[src/rtl/cla_pipe_adder.sv]
// Pipelined carry-lookahead adder/subtractor.
// The operands are split into SEG_WIDTH-bit segments. Each segment is built
// from 4-bit lookahead groups and is resolved in its own pipeline stage. The
// carry between segments is registered, which skews the carry through the
// pipeline. One operation is accepted per cycle. A single global enable stalls
// every stage whenever the output is held by backpressure.
module cla_pipe_adder #(
  parameter int unsigned WIDTH     = 32,
  parameter int unsigned SEG_WIDTH = 8
) (
  input  logic             i_clk,
  input  logic             i_rst,
  input  logic             i_valid,
  output logic             o_ready,
  input  logic [WIDTH-1:0] i_a,
  input  logic [WIDTH-1:0] i_b,
  input  logic             i_c_in,
  input  logic             i_sub,
  output logic             o_valid,
  input  logic             i_ready,
  output logic [WIDTH-1:0] o_sum,
  output logic             o_c_out,
  output logic             o_ovf,
  output logic             o_zero
);

  localparam int unsigned NSEG = WIDTH / SEG_WIDTH;
  localparam int unsigned NGRP = SEG_WIDTH / 4;

  if ((WIDTH % SEG_WIDTH) != 0 || (SEG_WIDTH % 4) != 0 || NSEG < 1) begin : g_param_check
    $error("cla_pipe_adder: WIDTH must be a non-zero multiple of SEG_WIDTH, SEG_WIDTH a multiple of 4");
  end

  // The B operand bits that are still unresolved are kept in one flat vector.
  // Stage j keeps B[WIDTH-1:(j+1)*SEG_WIDTH]. This function returns the offset
  // of that stage's region in the flat vector.
  function automatic int unsigned boff(input int unsigned stage);
    int unsigned off;
    off = 0;
    for (int unsigned m = 0; m < stage; m++) begin
      off += WIDTH - (m + 1) * SEG_WIDTH;
    end
    return off;
  endfunction

  localparam int unsigned BTOT = (NSEG > 1) ? boff(NSEG - 1) : 0;
  localparam int unsigned BW   = (BTOT == 0) ? 1 : BTOT;

  // 4-bit lookahead group.
  // Returns {group_generate, group_propagate, carry_into_bit3, sum[3:0]}.
  function automatic logic [6:0] cla4(input logic [3:0] a, input logic [3:0] b,
                                      input logic c0);
    logic [3:0] p;
    logic [3:0] g;
    logic [3:0] c;
    logic       gg;
    logic       pp;
    p    = a ^ b;
    g    = a & b;
    c[0] = c0;
    c[1] = g[0] | (p[0] & c0);
    c[2] = g[1] | (p[1] & g[0]) | (p[1] & p[0] & c0);
    c[3] = g[2] | (p[2] & g[1]) | (p[2] & p[1] & g[0]) | (p[2] & p[1] & p[0] & c0);
    gg   = g[3] | (p[3] & g[2]) | (p[3] & p[2] & g[1]) | (p[3] & p[2] & p[1] & g[0]);
    pp   = &p;
    return {gg, pp, c[3], p ^ c};
  endfunction

  // One segment built from lookahead groups.
  // Returns {carry_out, carry_into_msb, sum}.
  function automatic logic [SEG_WIDTH+1:0] seg_add(input logic [SEG_WIDTH-1:0] a,
                                                   input logic [SEG_WIDTH-1:0] b,
                                                   input logic cin);
    logic [SEG_WIDTH-1:0] s;
    logic                 c;
    logic                 c_msb;
    logic [6:0]           r;
    s     = '0;
    c     = cin;
    c_msb = cin;
    for (int unsigned j = 0; j < NGRP; j++) begin
      r              = cla4(a[j*4 +: 4], b[j*4 +: 4], c);
      s[j*4 +: 4]    = r[3:0];
      c_msb          = r[4];
      c              = r[6] | (r[5] & c);
    end
    return {c, c_msb, s};
  endfunction

  // Pipeline state.
  // res_q[k] holds the resolved sum bits below (k+1)*SEG_WIDTH. Above those
  // bits it still carries the unresolved A operand.
  logic [NSEG-1:0]  vld_q, vld_d;
  logic [NSEG-1:0]  cry_q, cry_d;
  logic [WIDTH-1:0] res_q [NSEG];
  logic [WIDTH-1:0] res_d [NSEG];
  logic [BW-1:0]    bhi_q, bhi_d;
  logic             ovf_q, ovf_d;
  logic             zero_q, zero_d;

  logic             en;
  logic [WIDTH-1:0] b_eff;
  logic             c_eff;
  logic [SEG_WIDTH+1:0] seg_r [NSEG];

  assign en      = !(vld_q[NSEG-1] && !i_ready);
  assign o_ready = en;
  assign o_valid = vld_q[NSEG-1];
  assign o_sum   = res_q[NSEG-1];
  assign o_c_out = cry_q[NSEG-1];
  assign o_ovf   = ovf_q;
  assign o_zero  = zero_q;

  // Operand conditioning and per-stage segment arithmetic.
  always_comb begin
    b_eff    = i_sub ? ~i_b : i_b;
    c_eff    = i_sub | i_c_in;
    seg_r[0] = seg_add(i_a[SEG_WIDTH-1:0], b_eff[SEG_WIDTH-1:0], c_eff);
    for (int unsigned k = 1; k < NSEG; k++) begin
      seg_r[k] = seg_add(res_q[k-1][k*SEG_WIDTH +: SEG_WIDTH],
                         bhi_q[boff(k-1) +: SEG_WIDTH], cry_q[k-1]);
    end
  end

  // Next state: advance all stages together when enabled, else hold.
  always_comb begin
    vld_d  = vld_q;
    res_d  = res_q;
    cry_d  = cry_q;
    bhi_d  = bhi_q;
    ovf_d  = ovf_q;
    zero_d = zero_q;
    if (en) begin
      vld_d[0]                = i_valid;
      res_d[0]                = i_a;
      res_d[0][SEG_WIDTH-1:0] = seg_r[0][SEG_WIDTH-1:0];
      cry_d[0]                = seg_r[0][SEG_WIDTH+1];
      for (int unsigned bit_i = SEG_WIDTH; bit_i < WIDTH; bit_i++) begin
        bhi_d[bit_i - SEG_WIDTH] = b_eff[bit_i];
      end
      for (int unsigned k = 1; k < NSEG; k++) begin
        vld_d[k]                             = vld_q[k-1];
        res_d[k]                             = res_q[k-1];
        res_d[k][k*SEG_WIDTH +: SEG_WIDTH]   = seg_r[k][SEG_WIDTH-1:0];
        cry_d[k]                             = seg_r[k][SEG_WIDTH+1];
        for (int unsigned bit_i = (k + 1) * SEG_WIDTH; bit_i < WIDTH; bit_i++) begin
          bhi_d[boff(k) + bit_i - (k + 1) * SEG_WIDTH] =
            bhi_q[boff(k-1) + bit_i - k * SEG_WIDTH];
        end
      end
      ovf_d  = seg_r[NSEG-1][SEG_WIDTH] ^ seg_r[NSEG-1][SEG_WIDTH+1];
      zero_d = ~|res_d[NSEG-1];
    end
  end

  // Pipeline registers. Asserting reset drops every operation in flight.
  always_ff @(posedge i_clk or posedge i_rst) begin
    if (i_rst) begin
      vld_q  <= '0;
      res_q  <= '{default: '0};
      cry_q  <= '0;
      bhi_q  <= '0;
      ovf_q  <= 1'b0;
      zero_q <= 1'b0;
    end else begin
      vld_q  <= vld_d;
      res_q  <= res_d;
      cry_q  <= cry_d;
      bhi_q  <= bhi_d;
      ovf_q  <= ovf_d;
      zero_q <= zero_d;
    end
  end

endmodule
[config.mk]
export PLATFORM = sky130hd
export DESIGN_NAME = cla_pipe_adder
export DESIGN_NICKNAME = d
export VERILOG_FILES = /design/src/rtl/cla_pipe_adder.sv
export SDC_FILE = /design/constraint.sdc
export NUM_CORES = 1
export LEC_CHECK = 0
export CORE_MARGIN = 1.5
export CORE_UTILIZATION = 50
export DETAILED_ROUTE_END_ITERATION = 10
export PLACE_DENSITY = 0.73
export SLEW_MARGIN = 20
export SYNTH_ARGS = -nofsm -noshare
export SYNTH_HDL_FRONTEND = slang
export SYNTH_SLANG_ARGS = --single-unit
[constraint.sdc]
create_clock -name i_clk -period 7.4 [get_ports i_clk]
set_input_delay 1.48 -clock i_clk [delete_from_list [all_inputs] [get_ports i_clk]]
set_output_delay 1.48 -clock i_clk [all_outputs]
set_load 0.02 [all_outputs]
==> flow_summary.yaml <==
outcome:
  outcome: "finished, final reports clean"
sta:
  worst_clock_skew_ns: 0.006631
  report.final.hold_viol_count: 0
  fmax_mhz: 206.8
  rsz0062_at_grt: "no"
  min_period_over_period_pct: 65.33
  tns_ns: 0
  hold_slack_ns: 0.4646
  tightest_slew_ns: 0.9599
  final_max_slew_viol_count: 0
  final_period_minus_worst_setup_slack_ns: 4.835
  timing.max_slew.rel_slack_pct: 36.01
  setup_viol_count_final: 0
  final_critical_path_setup_slack_ns: 2.565
drt:
  ant_nets: 0
  finalWirelength_um: 16870
  post_detailed_route_wirelength_per_cell_um: 13.67
  detail_route.vias_per_cell: 4.905
  post-route-drc-count: 0
  drt_iter0_drc: 425
  number_of_vias_after_detailed_routing: 6053
  drt_first_pass_iters: 4
global_route:
  global_route_wire_length_before_repair_um: 27950
  antenna_found_initial: 0
  largest_net_degree_at_the_start_of_global_routing: 198
  remaining_overflow_grt: 0
  first_global_vias: 5789
  grt_usage_pct: 19.80
setup_path:
  timing.critical_path.required_ns: 5.92
  slowest_stage: "sky130_fd_sc_hd__clkdlybuf4s50_1"
  worst_path_most_repeated_cell: "sky130_fd_sc_hd__clkdlybuf4s50_1"
  critical_path_peak_fanout: 74
  cpPeakStageDelay_ns: 0.74
  buf_inv_stages_crit_path: 3
  critical_path.startpoint: "i_ready"
  critPathTopFamily: "buffers and inverters"
  timing.critical_path.cells: "clkdlybuf4s50_1 > nor2b_4 > inv_4 > clkdlybuf4s50_1"
  setup.worst_path.start_class: "input port"
  timing_worst_setup_path_type: "in2out"
  rr_startpoint: "res_q[59]"
  timing.critical_path.arrival_ns: 3.35
  worst_setup_path_end_kind: "primary output"
min_path:
  min-delay-path-class: "reg2reg"
  critical_hold_path_startpoint: "o_sum[6]"
synthesis:
  synth_compound_area_share_pct: 6.968
  synth_simple_gate_area_share_pct: 20.89
  synth-xor-area-share_pct: 5.690
  yosys_warning_count: 0
  netlist.top_cell.by_area: "sky130_fd_sc_hd__dfrtp_1"
  yosys.area_share.adder_pct: 6.503
  synth_sequential_area_ratio_pct: 54.00
  ys_async_sr_fraction_pct: 100.0
  gate_count_post_synth: 949
  post-synth-top-count-cell: "sky130_fd_sc_hd__nand2_1"
  yosys-top-cells-area: "sky130_fd_sc_hd__dfrtp_1, sky130_fd_sc_hd__nand2_1, sky130_fd_sc_hd__ha_1, sky130_fd_sc_hd__xnor2_1, sky130_fd_sc_hd__buf_4"
  syn-mean-instance-area_um2: 9.083
  synth-edff-count: 0
  muxShareOfSynthArea_pct: 0.1161
  synth_ff_type: "sky130_fd_sc_hd__dfrtp_1"
  synthesis.area_um2: 8620
  number_of_synthesized_register_bits: 186
  combinational_family_with_the_most_area_after_synthesis: "simple AND/OR/NAND/NOR gates"
  cell_types_with_the_highest_counts_after_synthesis: "sky130_fd_sc_hd__nand2_1, sky130_fd_sc_hd__dfrtp_1, sky130_fd_sc_hd__o21ai_0, sky130_fd_sc_hd__nor2_1, sky130_fd_sc_hd__xnor2_1"
  postSynthNetCount: 1059
  post_synth_num_cell_types: 39
  yosysTopAreaCellShare_pct: 54.00
cts:
  cts_root_buf: "sky130_fd_sc_hd__clkbuf_16"
  cts_tree: "built"
  cts.clk_slew.worst_paths_ns: 0.07
  clock_tree.buffer_depth: 2
  cts_hold_repair.buffers: 0
  worstSkewPairLatency_ns: 0.43
  clock-sinks: 186
  cts_bufs_inserted: 17
  cts_h_tree_depth: 4
  cts.repair.resized: 0
  post_cts_buffers: 0
placement:
  dpl.hpwl_um: 11090
  place_worst_setup_slack_ns: 2.592
  placement.io_buffers: 106
  gp_routability_congestion: 0.7643
  dp_cells: 1202
power_and_ir_drop:
  max_rail_drop_vdd_v: 0.0005070
  power_density_nw_per_um2: 435.1
  power.static_leakage_nw: 4.953
floorplan:
  core_area_um2: 16700
  dieWidth_um: 134.3
  starting_density_of_the_core_pct: 51.61
  placement_rows: 47
  io_pins: 107
  floorplan.die_area_um2: 18040
  die_y_um: 134.3
layout:
  antenna_cells: 0
  multi_input_comb_area_um2: 3470
  seq_area_um2: 4654
  syn_to_final_growth_pct: 18.52
  final_cell_count_no_fill: 1234
  drive_above_1_share_pct: 4.339
  finish.utilization_pct: 61.17
  filler_cell_count: 1504
  finalNetCount: 1111
run:
  maxCapViolCount: 0
-- layout make-up --
| type | instances | share of cell area (%) |
|---|---|---|
| Clock buffer | 18 | 4.299 |
| Clock inverter | 14 | 1.788 |
| Inverter | 23 | 0.9431 |
| Multi-Input combinational cell | 663 | 33.96 |
| Sequential cell | 186 | 45.56 |
| Tap cell | 220 | 2.694 |
| Timing Repair Buffer | 110 | 10.75 |
-- layer usage --
layer / up-vias / GRT usage (%) / share of wire [%]
met3: 25 / 3.364 / 3.7
li1: 3073 / - / -
met2: 122 / 31.23 / 48
met1: 2833 / 27.78 / 47
met4: 0 / 7.109 / 2.0
met5: - / 0 / 0
-- layout by cell type (no fill, tap or decap), drive strengths merged, types with 2 or more instances in the layout --
cell,instances
bufinv,3
xnor2,34
nand4,2
nand2b,6
xor2,22
o22ai,2
clkbuf,18
clkdlybuf4s50,105
inv,29
a31oi,2
buf,5
a22oi,4
ha,32
o21a,3
clkinvlp,2
nand2,407
a2111oi,4
a211oi,2
a21o,4
o21ai,49
nor4,5
clkinv,3
fa,8
dfrtp,186
a21oi,29
nor3,2
nor2,34
-- power by group --
group | leakage, nW | switching, mW | internal (mW)
clock network | 0.300 | 0.399 | 0.549
logic | 2.42 | 1.00 | 0.735
registers | 2.24 | 0.289 | 1.47
total | 4.95 | 1.69 | 2.75
-- logic make-up after synthesis --
kind of cell | after synthesis
and+or+nand+nor | 464
xor gates and xnor gates | 56
adders and majority gates | 40
muxes | 1
AOI/OAI and AO/OA | 102
buffers and inverters | 100
DFF | 186
-- metrics by stage --
step	power (mW)	cell area [um^2]
after floorplan	3.036	8620
after global placement	3.432	9592
after detailed placement	3.509	9592
after CTS	4.480	10210
after global routing	4.778	10220
final	4.445	10220
-- tightest hold or removal path: stages, from the launching register on --
cell                      delay [ns]
sky130_fd_sc_hd__dfrtp_1        0.34
sky130_fd_sc_hd__nand2_1        0.05
sky130_fd_sc_hd__nand2_1        0.04
-- state kept, by name (all words and copies together), names as in the netlist --
signal and flops:
res_q 96, vld_q 4, o_sum 32, cry_q 4, bhi_q 48, o_ovf 1, o_zero 1
-- path summary, 6_finish.rpt --
path | slack [ns] | endpoint | cells past startpoint
worst max-delay path | 2.57 | o_ready | 4
worst min-delay path | 0.46 | o_sum[6] | 2
worst max register to register | 4.43 | o_zero | 10
worst min register to register | 0.46 | o_sum[6] | 2
max in group asynchronous | 4.49 | res_q[78] | 3
min in group asynchronous | 1.60 | res_q[44] | 2
Power figures use the tool's default switching activity.
==> RTL change (config.mk and constraints unchanged) <==
Set the parameter `WIDTH` to 16 (it was 32).
--- a/src/rtl/cla_pipe_adder.sv
+++ b/src/rtl/cla_pipe_adder.sv
@@ -7,3 +7,3 @@
 module cla_pipe_adder #(
-  parameter int unsigned WIDTH     = 32,
+  parameter int unsigned WIDTH     = 16,
   parameter int unsigned SEG_WIDTH = 8
Interface: changed (resized i_a, i_b and o_sum); port bits go from 107 to 59. The function was not compared with the original's and may differ.
==> RTL change against the unedited design <==
- area after synthesis decreased by 70%
- highest routed layer unchanged
- sequential power decreased by 79%
- die area decreased by 69%
- critical path type unchanged
- clock skew about the same
- sequential cell count decreased by 140
- power decreased by 80%
- clock power decreased by 81%
- count of clock-buffer cells in the layout decreased by 12
- routed wire length decreased by 73%
- setup slack got worse by 220 ps
- final area decreased by 69%
- synthesized cell count decreased by 70%
==> RTL change: results (changes against the unedited design) <==
The tools report the TritonCTS sink count as 46 (-75%). The fraction of final layout cells sized beyond drive strength 1 was 4.36% (+0.022 points). The tools report the core box area as 4850 um^2 (-71%).

The run gives 6.72 ps (+0.0874 ps) as the maximum clock skew at final layout. The number of buffers inserted during clock tree synthesis was 5 (-12). The non-clock buffer area fraction after layout was 18.4% (+7.6 points); the clock buffer and inverter area fraction after layout was 3.44% (-2.6 points). The worst-path maximum fanout was 47 (-36%). The run gives 3570 ps (+220 ps) as the critical path arrival. For the maximum resistive drop on vdd, the log shows 121 uV (-76%). The average detailed-routed wire length per instance is 11.8 um (-14%), and the number of port buffers is 58 (-45%). The H-tree depth reported by CTS is 2 (-2). The transition time at the pin with the least slew margin is 933 ps (-26.6 ps). The total via count after detailed routing was 1,876 (-69%). By area the synthesized netlist is led by sky130_fd_sc_hd__dfrtp_1 45%, sky130_fd_sc_hd__nand2_1 10%, sky130_fd_sc_hd__ha_1 7.7%, sky130_fd_sc_hd__buf_4 4.6%, sky130_fd_sc_hd__xor2_1 4.4%.

The fraction of area in multi-input gates is 38.3% (+4.3 points), and the mean instance size in the synthesized netlist is 9.20 um^2 (+1.3%). Startpoint of the lowest-slack register-to-register path: res_q[24]. The net switching share of the total power works out to 34.5% (-3.6 points). The run gives 0.000362 W (-79%) as the power in sequential cells.

The global router's overall resource usage is 18.6% (-1.2 points). The distinct cell type count of the synthesized netlist is 40 (+2.6%). The tools report the worst-skew pair later-pin latency as 300 ps (-130 ps). The sequential share of cell area is 36.0% (-9.6 points), and the wire length of the first global-routing pass is 7960 um (-72%). Count of multi-input combinational gates: 197 (-70%).

Via count of the first global-routing pass: 1,800 (-69%). Total of fill cells in the finished design: 431 (-71%). Sorting the synthesized cells by how often they occur yields 72 x sky130_fd_sc_hd__nand2_1, 46 x sky130_fd_sc_hd__dfrtp_1, 19 x sky130_fd_sc_hd__nor2_1. The sequential cell area came out at 1150 um^2 (-75%).

The clock-net power is 0.000183 W (-81%), and the switching power is 0.000311 W (-82%). Final weighted congestion in routability-driven placement: 0.862 (+13%). The number of non-clock inverters was 11 (-52%).

The flow ran to the end, and the final reports show no timing, DRC or antenna violations.
RTL change: kinds of logic after synthesis:
family | after synthesis | synth area share, %
AO/OA/AOI/OAI | 44 | 10.2
XOR/XNOR | 25 | 8.47
adder cells (fa/ha/maj) | 20 | 10.8
buffers and inverters | 38 | 8.18
flip-flops | 46 | 44.5
multiplexers | 1 | 0.387
AND/OR/NAND/NOR | 107 | 17.4
RTL change: how the worst min path moves through the flow:
stage,from,end,slack [ps],depth (start not counted)
final,o_sum[4],o_sum[4],470,2
after CTS,vld_q[0],vld_q[0],470,2
after global routing,o_sum[5],o_sum[5],500,2
after floorplan,vld_q[0],vld_q[0],430,2
after detailed placement,vld_q[0],vld_q[0],450,2
after global placement,vld_q[0],vld_q[0],440,2
RTL change: per-layer routing:
layer	wire length [um]	share of wire, %	track usage (%)	vias to the layer above
met1	2290	50	26.0	843
li1	-	-	-	982
met5	0	0	0	-
met3	195	4.3	4.02	5
met4	56	1.2	5.45	0
met2	2040	44	29.4	46
